File: src/rtl/multicycle_ctrl_pkg.sv
// Shared definitions for the multi-cycle control unit.
// Contents: FSM state encoding, instruction classes, control field codes,
// fault codes, and opcode match patterns (value + care mask) with a match helper.
package multicycle_ctrl_pkg;

    typedef enum logic [2:0] {
        StFetch  = 3'd0,
        StDecode = 3'd1,
        StExec   = 3'd2,
        StMem    = 3'd3,
        StWb     = 3'd4,
        StTrap   = 3'd5
    } state_e;

    typedef enum logic [2:0] {
        ClsIllegal = 3'd0,
        ClsAlu     = 3'd1,  // R-type, immediate, MOVK: EXEC -> WB
        ClsLoad    = 3'd2,
        ClsStore   = 3'd3,
        ClsBranch  = 3'd4,  // B, CBZ, CBNZ, B.cond, BR: retire in EXEC
        ClsBl      = 3'd5   // link write happens in WB
    } instr_class_e;

    localparam logic [1:0] AluOpAdd   = 2'b00;
    localparam logic [1:0] AluOpPassB = 2'b01;
    localparam logic [1:0] AluOpRtype = 2'b10;
    localparam logic [1:0] AluOpImm   = 2'b11;

    localparam logic [2:0] BrNone  = 3'b000;
    localparam logic [2:0] BrB     = 3'b001;
    localparam logic [2:0] BrCbz   = 3'b010;
    localparam logic [2:0] BrCbnz  = 3'b011;
    localparam logic [2:0] BrBcond = 3'b100;
    localparam logic [2:0] BrBr    = 3'b101;
    localparam logic [2:0] BrBl    = 3'b110;

    localparam logic [1:0] M2rAlu    = 2'b00;
    localparam logic [1:0] M2rMem    = 2'b01;
    localparam logic [1:0] M2rPcIncr = 2'b10;
    localparam logic [1:0] M2rMovk   = 2'b11;

    localparam logic [1:0] FaultNone     = 2'b00;
    localparam logic [1:0] FaultIllegal  = 2'b01;
    localparam logic [1:0] FaultImemTout = 2'b10;
    localparam logic [1:0] FaultDmemTout = 2'b11;

    // Fully specified opcodes
    localparam logic [10:0] OpAdd  = 11'b10001011000;
    localparam logic [10:0] OpSub  = 11'b11001011000;
    localparam logic [10:0] OpAnd  = 11'b10001010000;
    localparam logic [10:0] OpOrr  = 11'b10101010000;
    localparam logic [10:0] OpAdds = 11'b10101011000;
    localparam logic [10:0] OpSubs = 11'b11101011000;
    localparam logic [10:0] OpLdur = 11'b11111000010;
    localparam logic [10:0] OpStur = 11'b11111000000;
    localparam logic [10:0] OpBr   = 11'b11010110000;

    // Partially specified opcodes: value plus care mask (1 = bit must match)
    localparam logic [10:0] OpAddiVal  = 11'b10010001000;
    localparam logic [10:0] OpSubiVal  = 11'b11010001000;
    localparam logic [10:0] OpImmCare  = 11'b11111111110;
    localparam logic [10:0] OpMovkVal  = 11'b11110010100;
    localparam logic [10:0] OpMovkCare = 11'b11111111100;
    localparam logic [10:0] OpCbzVal   = 11'b10110100000;
    localparam logic [10:0] OpCbnzVal  = 11'b10110101000;
    localparam logic [10:0] OpBcondVal = 11'b01010100000;
    localparam logic [10:0] OpCondCare = 11'b11111111000;
    localparam logic [10:0] OpBVal     = 11'b00010100000;
    localparam logic [10:0] OpBlVal    = 11'b10010100000;
    localparam logic [10:0] OpJmpCare  = 11'b11111100000;

    function automatic logic op_match(input logic [10:0] op, input logic [10:0] val,
                                      input logic [10:0] care);
        return ((op ^ val) & care) == 11'b0;
    endfunction

endpackage

File: src/rtl/multicycle_ctrl_decode.sv
// Combinational opcode decoder for the multi-cycle control unit.
// Ports:
//   op         in   11  opcode to classify
//   cls        out   3  instruction class (instr_class_e encoding)
//   legal      out   1  opcode matched a supported instruction
//   alu_op     out   2  ALUOp field used in EXEC
//   alu_src    out   1  ALUSrc field used in EXEC
//   reg2loc    out   1  Reg2Loc field used in EXEC
//   sreg_up    out   1  NZCV update (ADDS/SUBS)
//   branch_op  out   3  BranchOp code for the instruction
//   mem_to_reg out   2  MemtoReg selection used in WB
module multicycle_ctrl_decode
    import multicycle_ctrl_pkg::*;
(
    input  logic [10:0] op,
    output logic [2:0]  cls,
    output logic        legal,
    output logic [1:0]  alu_op,
    output logic        alu_src,
    output logic        reg2loc,
    output logic        sreg_up,
    output logic [2:0]  branch_op,
    output logic [1:0]  mem_to_reg
);

    always_comb begin
        cls        = ClsIllegal;
        alu_op     = AluOpAdd;
        alu_src    = 1'b0;
        reg2loc    = 1'b0;
        sreg_up    = 1'b0;
        branch_op  = BrNone;
        mem_to_reg = M2rAlu;

        if (op == OpAdd || op == OpSub || op == OpAnd || op == OpOrr ||
            op == OpAdds || op == OpSubs) begin
            cls     = ClsAlu;
            alu_op  = AluOpRtype;
            sreg_up = (op == OpAdds) || (op == OpSubs);
        end else if (op == OpLdur) begin
            cls        = ClsLoad;
            alu_src    = 1'b1;
            mem_to_reg = M2rMem;
        end else if (op == OpStur) begin
            cls     = ClsStore;
            alu_src = 1'b1;
            reg2loc = 1'b1;
        end else if (op_match(op, OpAddiVal, OpImmCare) ||
                     op_match(op, OpSubiVal, OpImmCare)) begin
            cls     = ClsAlu;
            alu_op  = AluOpImm;
            alu_src = 1'b1;
        end else if (op_match(op, OpMovkVal, OpMovkCare)) begin
            // MOVK reads the old Rd through the second port for the merge
            cls        = ClsAlu;
            alu_op     = AluOpImm;
            alu_src    = 1'b1;
            reg2loc    = 1'b1;
            mem_to_reg = M2rMovk;
        end else if (op_match(op, OpCbzVal, OpCondCare)) begin
            cls       = ClsBranch;
            alu_op    = AluOpPassB;
            reg2loc   = 1'b1;
            branch_op = BrCbz;
        end else if (op_match(op, OpCbnzVal, OpCondCare)) begin
            cls       = ClsBranch;
            alu_op    = AluOpPassB;
            reg2loc   = 1'b1;
            branch_op = BrCbnz;
        end else if (op_match(op, OpBcondVal, OpCondCare)) begin
            cls       = ClsBranch;
            branch_op = BrBcond;
        end else if (op_match(op, OpBVal, OpJmpCare)) begin
            cls       = ClsBranch;
            branch_op = BrB;
        end else if (op_match(op, OpBlVal, OpJmpCare)) begin
            cls        = ClsBl;
            branch_op  = BrBl;
            mem_to_reg = M2rPcIncr;
        end else if (op == OpBr) begin
            cls       = ClsBranch;
            branch_op = BrBr;
        end

        legal = (cls != ClsIllegal);
    end

endmodule

File: src/rtl/multicycle_ctrl.sv
// Multi-cycle control unit: sequences FETCH/DECODE/EXEC/MEM/WB, stalls on
// memory ready handshakes with a watchdog, traps on illegal opcodes and
// memory timeouts, and counts retired instructions.
// Ports:
//   clk, rst_n             clock (rising edge), async active-low reset
//   opcode                 inst[31:21] from the instruction register
//   imem_ready, dmem_ready memory handshakes
//   IRWrite .. MemtoReg    datapath control outputs
//   halted, fault          sticky trap indicator and cause
//   retired                retired-instruction count (wraps)
module multicycle_ctrl
    import multicycle_ctrl_pkg::*;
#(
    parameter int unsigned TIMEOUT = 16,
    parameter int unsigned CNT_W   = 32
) (
    input  logic             clk,
    input  logic             rst_n,
    input  logic [10:0]      opcode,
    input  logic             imem_ready,
    input  logic             dmem_ready,
    output logic             IRWrite,
    output logic             PCWrite,
    output logic             RegWrite,
    output logic             Reg2Loc,
    output logic             WRegLoc,
    output logic [1:0]       ALUOp,
    output logic             ALUSrc,
    output logic [2:0]       BranchOp,
    output logic             SregUp,
    output logic             MemRead,
    output logic             MemWrite,
    output logic [1:0]       MemtoReg,
    output logic             halted,
    output logic [1:0]       fault,
    output logic [CNT_W-1:0] retired
);

    localparam int unsigned WaitW = $clog2(TIMEOUT + 1);
    localparam logic [WaitW-1:0] WaitLast = WaitW'(TIMEOUT - 1);

    state_e            state_q, state_d;
    logic [10:0]       op_q, op_d;
    logic [WaitW-1:0]  wait_q, wait_d;
    logic [1:0]        fault_q, fault_d;
    logic [CNT_W-1:0]  retired_q;
    logic              retire;

    logic [10:0] dec_op;
    logic [2:0]  dec_cls;
    logic        dec_legal;
    logic [1:0]  dec_alu_op;
    logic        dec_alu_src;
    logic        dec_reg2loc;
    logic        dec_sreg_up;
    logic [2:0]  dec_branch_op;
    logic [1:0]  dec_mem_to_reg;

    // The legality decision in DECODE needs the opcode before op_q holds it;
    // every other state decodes the registered copy, so outputs never see opcode.
    assign dec_op = (state_q == StDecode) ? opcode : op_q;

    multicycle_ctrl_decode u_decode (
        .op         (dec_op),
        .cls        (dec_cls),
        .legal      (dec_legal),
        .alu_op     (dec_alu_op),
        .alu_src    (dec_alu_src),
        .reg2loc    (dec_reg2loc),
        .sreg_up    (dec_sreg_up),
        .branch_op  (dec_branch_op),
        .mem_to_reg (dec_mem_to_reg)
    );

    // State register
    always_ff @(posedge clk or negedge rst_n) begin
        if (!rst_n) begin
            state_q   <= StFetch;
            op_q      <= '0;
            wait_q    <= '0;
            fault_q   <= FaultNone;
            retired_q <= '0;
        end else begin
            state_q   <= state_d;
            op_q      <= op_d;
            wait_q    <= wait_d;
            fault_q   <= fault_d;
            retired_q <= retired_q + CNT_W'(retire);
        end
    end

    // Next-state logic; wait_d defaults to zero so any state change clears it
    always_comb begin
        state_d = state_q;
        op_d    = op_q;
        wait_d  = '0;
        fault_d = fault_q;
        retire  = 1'b0;

        unique case (state_q)
            StFetch: begin
                if (imem_ready) begin
                    state_d = StDecode;
                end else if (wait_q == WaitLast) begin
                    state_d = StTrap;
                    fault_d = FaultImemTout;
                end else begin
                    wait_d = wait_q + WaitW'(1);
                end
            end
            StDecode: begin
                op_d = opcode;
                if (!dec_legal) begin
                    state_d = StTrap;
                    fault_d = FaultIllegal;
                end else begin
                    state_d = StExec;
                end
            end
            StExec: begin
                if (dec_cls == ClsBranch) begin
                    state_d = StFetch;
                    retire  = 1'b1;
                end else if (dec_cls == ClsLoad || dec_cls == ClsStore) begin
                    state_d = StMem;
                end else begin
                    state_d = StWb;
                end
            end
            StMem: begin
                if (dmem_ready) begin
                    if (dec_cls == ClsStore) begin
                        state_d = StFetch;
                        retire  = 1'b1;
                    end else begin
                        state_d = StWb;
                    end
                end else if (wait_q == WaitLast) begin
                    state_d = StTrap;
                    fault_d = FaultDmemTout;
                end else begin
                    wait_d = wait_q + WaitW'(1);
                end
            end
            StWb: begin
                state_d = StFetch;
                retire  = 1'b1;
            end
            StTrap: begin
                state_d = StTrap;
            end
            default: begin
                state_d = StTrap;
            end
        endcase
    end

    // Output decode from registered state and op_q
    always_comb begin
        IRWrite  = 1'b0;
        PCWrite  = 1'b0;
        RegWrite = 1'b0;
        Reg2Loc  = 1'b0;
        WRegLoc  = 1'b0;
        ALUOp    = AluOpAdd;
        ALUSrc   = 1'b0;
        BranchOp = BrNone;
        SregUp   = 1'b0;
        MemRead  = 1'b0;
        MemWrite = 1'b0;
        MemtoReg = M2rAlu;
        halted   = (state_q == StTrap);
        fault    = fault_q;
        retired  = retired_q;

        unique case (state_q)
            StFetch: begin
                IRWrite = imem_ready;
            end
            StExec: begin
                ALUOp   = dec_alu_op;
                ALUSrc  = dec_alu_src;
                Reg2Loc = dec_reg2loc;
                SregUp  = dec_sreg_up;
                if (dec_cls == ClsBranch) begin
                    BranchOp = dec_branch_op;
                    PCWrite  = 1'b1;
                end
            end
            StMem: begin
                MemRead  = (dec_cls == ClsLoad);
                MemWrite = (dec_cls == ClsStore);
                PCWrite  = (dec_cls == ClsStore) && dmem_ready;
            end
            StWb: begin
                RegWrite = 1'b1;
                PCWrite  = 1'b1;
                MemtoReg = dec_mem_to_reg;
                if (dec_cls == ClsBl) begin
                    WRegLoc  = 1'b1;
                    BranchOp = dec_branch_op;
                end
            end
            default: begin
            end
        endcase
    end

endmodule

File: config.mk
export PLATFORM = sky130hd
export DESIGN_NAME = multicycle_ctrl
export DESIGN_NICKNAME = d
export VERILOG_FILES = /design/src/rtl/multicycle_ctrl_pkg.sv /design/src/rtl/multicycle_ctrl_decode.sv /design/src/rtl/multicycle_ctrl.sv
export SDC_FILE = /design/constraint.sdc
export NUM_CORES = 1
export LEC_CHECK = 0
export ABC_AREA = 1
export BUFFER_PORTS_ARGS = -buffer_cell sky130_fd_sc_hd__buf_2
export CORE_MARGIN = 3
export CORE_UTILIZATION = 38
export CTS_BUF_LIST = sky130_fd_sc_hd__clkbuf_16
export CTS_CLUSTER_SIZE = 25
export DETAILED_ROUTE_END_ITERATION = 16
export GPL_ROUTABILITY_DRIVEN = 1
export PLACE_DENSITY = 0.58
export SLEW_MARGIN = 20
export SYNTH_ARGS = -nofsm -noshare
export SYNTH_HDL_FRONTEND = slang
export SYNTH_HIERARCHICAL = 1
export SYNTH_SLANG_ARGS = --single-unit
File: constraint.sdc
create_clock -name clk -period 3.9 [get_ports clk]
set_clock_uncertainty 0.1 [all_clocks]
set_input_delay 0.195 -clock clk [delete_from_list [all_inputs] [get_ports clk]]
set_output_delay 0.195 -clock clk [all_outputs]
set_load 0.005 [all_outputs]
Word-level counts from Yosys, hierarchy flattened
Index checks and enable logic that the tools add are counted.

Bits in registers: 53. Bits in latches: 0. RAM bits: 0. Bits in read-only memories: 0. Input port bits: 15. Output and inout bits: 51. Word-level logic and storage cells: 150. Memories kept: 0.

Add/sub/neg operators: 2. Multipliers: 0. Div/mod/pow operators: 0. Order comparisons: 0. Eq/ne operators: 24. Shifts and indexed selects: 0. Muxes and demuxes: 90. Bitwise operators: 8. Reduce and logical (&&, ||, !) cells: 21.

Operators with widths (number): 11-bit == test (second input constant) (9); 3-bit 2-to-1 mux (31); 11-bit logical NOT (8); 2-bit 2-to-1 mux (23); 32-bit by 1-bit adder with 32-bit output (1); 1-bit 2-to-1 mux (26); 5-bit 2-to-1 mux (3); 3-bit case mux with 5 select lines (1); 3-bit by 2-bit == test with 1-bit output (second input constant) (4); 3-bit == test (second input constant) (4); 11-bit 2-to-1 mux (1); 2-bit != test (second input constant) (5); 5-bit case mux with 2 select lines (1); 3-bit inverter (3); 1-bit logical OR (8); 4-bit inverter (2); 6-bit inverter (1); 1-bit case mux with 3 select lines (2); 2-bit case mux with 3 select lines (1); 3-bit case mux with 2 select lines (1); 6-bit AND reduction (1); 3-bit nonzero test (2); 5-bit by 1-bit adder with 5-bit output (second input constant) (1); 5-bit by 4-bit == test with 1-bit output (second input constant) (1); 5 further kinds (5).

Logic depth before layout (Yosys ltp)
Gate-level depths: netlist of run 1.

Word-level depth: 19. Depth in mapped cells: 26. Mapped depth without buffers: 24.

Cells and area by module
The synthesis of run 1 kept the hierarchy.

Modules (own cells, without submodules): multicycle_ctrl (instances 1, cells an instance 356, area an instance 2821.5 µm², sequential area each 1326.3 µm²); multicycle_ctrl_decode (instances 1, cells an instance 83, area an instance 367.9 µm², sequential area each 0.0 µm²).

Worst setup path after synthesis of run 1
OpenSTA, ideal clock, no wires.

Kind: register -> register. Start: reg state_q[1]. End: reg retired_q[18], in the netlist retired[18]. Setup time: 0.117 ns. Arrival time: 3.237 ns. Data required time: 3.683 ns. Path slack: 0.446 ns. Cell stages (with the launch flop): 26. Buffers on the path: 2. Period minus slack after synthesis: 3.454 ns. Path through: dfrtp_1 buf_4 inv_2 nand3_2 buf_4 mux2_1 inv_1 nand2_1 nor2_1 nand3_2 inv_2 inv_1 nor2_1 nand2_1 nor2_1 a21oi_1 nand2_1 ha_1 ha_1 nand3_2 nor2_2 inv_1 nor2_2 nand2_1 nand2_1 nand2_1.

Elaborated cells on any way between the ends: 54. Those cells by class: 1 x add/sub; 15 x eq/ne; 16 x mux; 8 x bitwise; 14 x reduce/logical.

RTL lines: from (decl) (line multicycle_ctrl.sv:42) `state_e state_q, state_d;`; from (signal assigned) (line multicycle_ctrl.sv:78) `state_q <= StFetch;`; from (signal assigned) (line multicycle_ctrl.sv:84) `state_q <= state_d;`; 3-bit by 1-bit == test with 1-bit output (*) (line multicycle_ctrl.sv:61) `assign dec_op = (state_q == StDecode) ? opcode : op_q;`; 11-bit 2-to-1 mux (*); net dec_op[2] (line multicycle_ctrl.sv:49) `logic [10:0] dec_op;`; 6-bit inverter (no source line) / 11-bit == test (equally long branches); 11-bit logical NOT / 1-bit logical OR (equally long branches) (line multicycle_ctrl_pkg.sv:74, multicycle_ctrl_decode.sv:35); 3-bit 2-to-1 mux / 1-bit logical OR (equally long branches) (line multicycle_ctrl_decode.sv:53, multicycle_ctrl_decode.sv:35); 3-bit 2-to-1 mux / 1-bit logical OR (equally long branches) (line multicycle_ctrl_decode.sv:48, multicycle_ctrl_decode.sv:35); 3-bit 2-to-1 mux / 1-bit logical OR (equally long branches) (line multicycle_ctrl_decode.sv:44, multicycle_ctrl_decode.sv:35); 3-bit 2-to-1 mux / 1-bit logical OR (equally long branches) (line multicycle_ctrl_decode.sv:40, multicycle_ctrl_decode.sv:36); 3-bit 2-to-1 mux (*) (line multicycle_ctrl_decode.sv:35) `if (op == OpAdd || op == OpSub || op == OpAnd || op == OpOrr ||`; net dec_cls[1] (line multicycle_ctrl.sv:50) `logic [2:0] dec_cls;`; 3-bit by 2-bit == test with 1-bit output (line multicycle_ctrl.sv:132) `if (dec_cls == ClsStore) begin`; 1-bit 2-to-1 mux (line multicycle_ctrl.sv:132); 1-bit 2-to-1 mux (line multicycle_ctrl.sv:131) `if (dmem_ready) begin`; 1-bit case mux with 3 select lines (*) (line multicycle_ctrl.sv:100) `unique case (state_q)`; 32-bit by 1-bit adder with 32-bit output (*) (line multicycle_ctrl.sv:88) `retired_q <= retired_q + CNT_W'(retire);`; to (signal assigned) (line multicycle_ctrl.sv:88); to (decl) (line multicycle_ctrl.sv:46) `logic [CNT_W-1:0] retired_q;`.

The timed path passes the listed nets; every way through them passes the cells marked *. A chain may end at the register's enable or synchronous reset.

Worst setup path after layout of run 1
Start: reg state_q[2]. End: reg retired_q[26], in the netlist retired[26].

Word-level cells in the longest chain between the ends: 19. Elaborated cells on any way between the ends: 54. Those cells by class: 1 x add/sub; 15 x eq/ne; 16 x mux; 8 x bitwise; 14 x reduce/logical.

Ends and longest elaborated chain: 3-bit by 1-bit == test with 1-bit output (*) (line multicycle_ctrl.sv:61); 11-bit 2-to-1 mux (*); net dec_op[1] (line multicycle_ctrl.sv:49); 11-bit == test (line multicycle_ctrl_decode.sv:80) `end else if (op == OpBr) begin`; 3-bit 2-to-1 mux (line multicycle_ctrl_decode.sv:80); 3-bit 2-to-1 mux (line multicycle_ctrl_decode.sv:76) `end else if (op_match(op, OpBlVal, OpJmpCare)) begin`; 3-bit 2-to-1 mux (line multicycle_ctrl_decode.sv:73) `end else if (op_match(op, OpBVal, OpJmpCare)) begin`; 3-bit 2-to-1 mux (line multicycle_ctrl_decode.sv:70) `end else if (op_match(op, OpBcondVal, OpCondCare)) begin`; [5 not listed]; 3-bit 2-to-1 mux (line multicycle_ctrl_decode.sv:40) `end else if (op == OpLdur) begin`; 3-bit 2-to-1 mux (*) (line multicycle_ctrl_decode.sv:35); net dec_cls[2] (line multicycle_ctrl.sv:50); 3-bit by 2-bit == test with 1-bit output (line multicycle_ctrl.sv:132); 1-bit 2-to-1 mux (line multicycle_ctrl.sv:132); 1-bit 2-to-1 mux (line multicycle_ctrl.sv:131); 1-bit case mux with 3 select lines (*) (line multicycle_ctrl.sv:100); 32-bit by 1-bit adder with 32-bit output (*) (line multicycle_ctrl.sv:88).

Marks and branches as above.

==> run metrics, run 1 <==
Final Cycle Share 0.915; WL final 7.97 mm; Worst Tran Pin Value 669 ps; top cells by count, synth nand2_1 (141), nor2_1 (81), dfrtp_1 (53); Final setup viols 0; Static Leak 1.97 nW; Initial Util 0.402; Synth-to-Final Area Change 21.9%; share of the synthesized area in the top cell type 0.416; Pwr Density 267 mW/mm^2; Clock Path Buffers 2; share of async-settable or async-resettable flops after synthesis 1.00; total die area 0.00953 mm^2; gp weighted congestion 0.966; Tightest Hold Check Type in -> reg; Reg area 0.00133 mm^2; synth top area cells dfrtp_1 (42%), nand2_1 (17%), nor2_1 (9.5%); outcome finished, final reports clean; multi-input logic area 0.00172 mm^2; Vias 2967; n_diodes 0; number of global-route vias before repair 2829; synthesis-stage register bit count 53; CP max-delay cell dfrtp_2; Slew headroom 0.554; height of the die 97.6 um; crit path time final 3570 ps; I/O Pins 66; wire per inst 12.9 um; Main synth FF type dfrtp_1; Buffers on Ports 65; clk root buf clkbuf_16; ANT nets after route 0; synth unique cells 22; Core Region 0.00793 mm^2; critical path class reg -> reg; Clock Pin Slew Worst Setup and Hold Paths 70 ps; total of max-cap violations 0; # rows 32; Worst EP required 3980 ps; most used cell, CP nand2_1; setup TNS 0 ps; Final Hold Viols 0; Post-route DRC 0; post-synthesis sequential area ratio 0.416; clock latency at the later pin of the worst-skew pair 290 ps; YS warnings 6; antenna violations before repair 0; drt pass-1 iters 4; DPL Wire Length 6.19 mm; most frequent cell after synthesis nand2_1; Synth Instances 439; CP Max Fanout 10; grt ovf 0; Total GRT Usage 0.168; nets 534; pin count of the biggest net entering global routing 54; Final Max Slew Viols 0; Die Width 97.6 um; clk sink count 53; share of cells above drive strength 1 0.242; number of synthesized flops with an enable pin 0; WHS 77.8 ps; CTS tree built; Worst setup EP type flop; Peak Freq 280 MHz; first-pass GRT wire length 13.4 mm; worst path cell trace clkinv_4 -> nand3_4 -> buf_4 -> mux2_2 -> nor2_2 -> inv_1 -> nor2_1 -> nand3_1 -> nand2_1 -> nor2_2 -> inv_1 -> nand3_1 -> nor2_2 -> a21oi_1 -> nand2_1 -> ha_1 -> ha_2 -> nand3_4 -> inv_2 -> nand2_1 -> nor2_2 -> nand2_1 -> nand2_1 -> nand2_1; Worst setup SP type flop; worst path arrival time 3650 ps; first-iteration detailed-routing DRC count 106; Post-Syn Area per Cell 7.26 um^2; maximum level of the CTS H-tree 2; Mapped Area 0.00319 mm^2; vias per cell 4.79; VDD IR max 194 uV; top cell type by total area after synthesis dfrtp_1; Max stage delay on crit path 420 ps; FILL cells 807; Syn Nets 457; CTS Buf Count 5
==> state kept, by name, indices dropped and copies added, names as in the netlist <==
signal   cells
retired     32
op_q        11
wait_q       5
state_q      3
fault        2
==> layer usage <==
layer	up-vias	part of all wire	global-route usage
met2	86	0.47	0.280
met4	0	0.010	0.0415
li1	1533	-	-
met1	1341	0.45	0.225
met5	-	0	0
met3	7	0.060	0.0302
==> final cells by class <==
cell class | instances | area share
clock inverter | 3 | 0.00483
sequential | 53 | 0.342
inverter | 50 | 0.0502
tap | 102 | 0.0328
multi-input combinational | 335 | 0.442
timing repair buffer | 71 | 0.0959
clock buffer | 5 | 0.0322
==> through the flow <==
step | total power, mW | area, um^2 | utilization | setup WS [ps] | instances
3_5_place_dp | 0.618 | 3660 | 0.461 | -48.2 | 608
4_1_cts | 1.05 | 3820 | 0.482 | 61.6 | 617
5_1_grt | 1.08 | 3890 | 0.490 | -13.6 | 619
6_report | 1.04 | 3890 | 0.490 | 331 | 619
3_3_place_gp | 0.619 | 3660 | 0.461 | 56.6 | 608
2_1_floorplan | 0.592 | 3190 | - | 446 | 439
==> worst max-delay path, delay by kind of cell, from the launching register on <==
kind / cells / cell delay [ps]
AO/OA/AOI/OAI: 1 / 60
buffers and inverters: 5 / 470
flip-flops: 1 / 420
multiplexers: 1 / 350
AND/OR/NAND/NOR: 15 / 1650
adder cells (fa/ha/maj): 2 / 410
==> repair_timing <==
item	4_1_cts	5_1_grt
gates cloned	0	1
resized for setup	1	18
pin swaps	0	2
hold buffers	1	0
setup endpoints to repair	3	22
buffers inserted	0	1
endpoints found under the hold margin	53	0
==> cells by family (layout without fill, tap and decap cells) <==
logic type	Yosys count	in the layout	synth area share
DFF	53	53	0.416
AOI/OAI and AO/OA	10	10	0.0157
and+or+nand+nor	293	294	0.408
adders and majority gates	3	3	0.0118
buffers and inverters	52	129	0.0636
xor gates and xnor gates	17	17	0.0467
muxes	11	11	0.0388
==> report_power, final <==
part	internal [mW]	switching [mW]
Clock	0.236	0.191
Combinational	0.0174	0.0358
Sequential	0.555	0.00154
Total	0.808	0.229
==> cells in the final DEF, fill, tap and decap left out, drive strengths merged <==
cell	n
a21oi	5
nor2	92
nand4	7
xnor2	7
o21ai	5
ha	3
nand2	143
clkinvlp	2
buf	70
dfrtp	53
inv	50
clkbuf	5
xor2	10
nor3	6
dlygate4sd3	1
clkinv	1
nand3b	16
nand3	30
mux2	11
==> worst paths after layout <==
kind | start | to | slack [ps] | cells after the start
max in group asynchronous | rst_n | state_q[2] | 2750 | 3
min in group asynchronous | rst_n | retired[29] | 460 | 3
hold reg to reg | wait_q[0] | wait_q[0] | 370 | 1
setup / recovery | state_q[2] | retired[26] | 330 | 24
setup reg to reg | state_q[2] | retired[26] | 330 | 24
hold / removal | opcode[6] | op_q[6] | 80 | 2
Note: power is estimated with default switching activity, not from simulation.
==> inputs of run 2 (changes only) <==
Settings changed: SLEW_MARGIN 20 to not set.
Clock period 3.9 ns to 3.3 ns, I/O delays scaled along.
==> run metrics, run 2 (synthesized netlist as in run 1, its figures left out) <==
VDD IR max 211 uV (+8.9%); RSZ-0062 raised after global routing true; Die Width 97.6 um (unchanged); CTS Buf Count 5 (unchanged); CP max-delay cell dfrtp_1; Tightest Hold Check Type in -> reg; Worst setup SP type flop; Clock Pin Slew Worst Setup and Hold Paths 80 ps (about the same); Final setup viols 0 (unchanged); most used cell, CP nand2_1; Final Hold Viols 0 (unchanged); antenna violations before repair 0 (unchanged); Worst EP required 3390 ps (-590 ps); pin count of the biggest net entering global routing 36 (-33%); worst path arrival time 3390 ps (-260 ps); max reg flops 32 (unchanged); Buffers on Ports 65 (unchanged); ANT nets after route 0 (unchanged); Vias 3304 (+11%); grt ovf 0 (unchanged); first-pass GRT wire length 15.1 mm (+13%); total of max-cap violations 0 (unchanged); Initial Util 0.402 (unchanged); Synth-to-Final Area Change 43.9%; drt pass-1 iters 4 (unchanged); FILL cells 736 (-8.8%); Post-route DRC 0 (unchanged); clock latency at the later pin of the worst-skew pair 290 ps (about the same); most common cell after layout, fill and taps aside nand2_1; Static Leak 2.34 nW (+19%); DPL Wire Length 6.49 mm (+4.9%); final cell area excluding filler cells 0.00459 mm^2 (+18%); Total GRT Usage 0.191 (+0.0229); total die area 0.00953 mm^2 (unchanged); clk sink count 53 (unchanged); crit path time final 3300 ps (-273 ps); commonest cells after routing, fill and taps aside nand2_1 (129), nor2_1 (68), buf_2 (65); Slew headroom 0.458 (-0.0961); number of global-route vias before repair 3208 (+13%); Core Region 0.00793 mm^2 (unchanged); height of the die 97.6 um (unchanged); Peak Freq 303 MHz (+8.3%); Worst Tran Pin Value 813 ps (+144 ps); # rows 32 (unchanged); gp weighted congestion 0.907 (-6.1%); CP Max Fanout 6 (-4); CP Buf/Inv Count 5 (unchanged); outcome finished, final reports clean; Worst setup EP type flop; Clock Path Buffers 2 (unchanged); Final Max Slew Viols 0 (unchanged); post-place instance area 0.00389 mm^2 (+6.3%); critical path class reg -> reg; share of cells above drive strength 1 0.383 (+0.141); maximum level of the CTS H-tree 2 (unchanged); setup TNS 0 ps (unchanged); WL final 9.20 mm (+15%); vias per cell 4.89 (+2.0%); CTS tree built; nets 591 (+11%); n_diodes 0 (unchanged); first-iteration detailed-routing DRC count 130 (+23%); clk root buf clkbuf_16; CP top delay family simple AND/OR/NAND/NOR gates; I/O Pins 66 (unchanged); Max stage delay on crit path 400 ps (-20 ps); Pwr Density 280 mW/mm^2 (+5.0%); wire per inst 13.6 um (+5.7%); Final Cycle Share 0.999 (+0.0837)
-- run 2: cell count changes in the layout (fill, tap and decap cells not counted), moves of 3 or more --
cell / previous run / this run
buf_4: 5 / 59
nor2_4: 4 / 16
nand2_1: 140 / 129
inv_1: 41 / 31
nor2_1: 77 / 68
inv_2: 8 / 14
mux2_4: 2 / 8
nand2_2: 3 / 9
mux2_2: 8 / 3
nand2_4: 0 / 5
nand3_1: 24 / 19
inv_4: 1 / 5
nor2_2: 11 / 8
-- run 2: path summary, 6_finish.rpt --
kind | startpoint | endpoint | slack [ps] | cells past startpoint
min in group asynchronous | rst_n | retired[13] | 390 | 2
max in group asynchronous | rst_n | op_q[8] | 1930 | 3
max reg2reg | state_q[2] | retired[26] | 3 | 25
min | opcode[2] | op_q[2] | 60 | 2
max | state_q[2] | retired[26] | 3 | 25
min reg2reg | wait_q[0] | wait_q[0] | 360 | 1
-- run 2: area by class of cell --
type                    instances  area (um^2)  area share
multi-input cells             334         1940       0.423
flip-flops and latches         53         1330       0.289
repair buffers                129          848       0.185
inverters                      50          200      0.0436
well taps                     102          128      0.0278
clock buffers                   5          125      0.0273
clock inverters                 3         21.3     0.00463
-- run 2: repair_timing --
action / CTS / global route
buffers inserted: 20 / 14
resized for setup: 33 / 46
hold buffers: 1 / 0
hold endpoints to repair: 34 / 0
pin swaps: 19 / 30
endpoints found under the setup margin: 12 / 32
gates cloned: 1 / 0
-- run 2: power by group --
group | total, mW | leakage (nW) | switching [mW] | internal [mW]
sequential | 0.658 | 0.700 | 0.00192 | 0.656
combinational | 0.0985 | 1.57 | 0.0587 | 0.0398
clock | 0.530 | 0.0702 | 0.246 | 0.283
total | 1.29 | 2.34 | 0.307 | 0.979
-- run 2: layer usage --
layer | GRT usage | vias up | routed length (um)
met1 | 0.247 | 1528 | 4070
li1 | - | 1644 | -
met5 | 0 | - | 0
met2 | 0.323 | 114 | 4410
met4 | 0.0490 | 0 | 225
met3 | 0.0402 | 18 | 490
-- run 2: per-stage QoR --
stage	total power [mW]	setup slack [ps]	util	cells	hold slack, ps
floorplan	0.701	1.15	-	439	-231
global placement	0.742	-30.4	0.490	633	199
detailed placement	0.742	-103	0.490	633	201
CTS	1.29	-12.9	0.545	663	43.5
global route	1.33	-208	0.579	676	66.0
finish	1.29	3.46	0.579	676	56.9
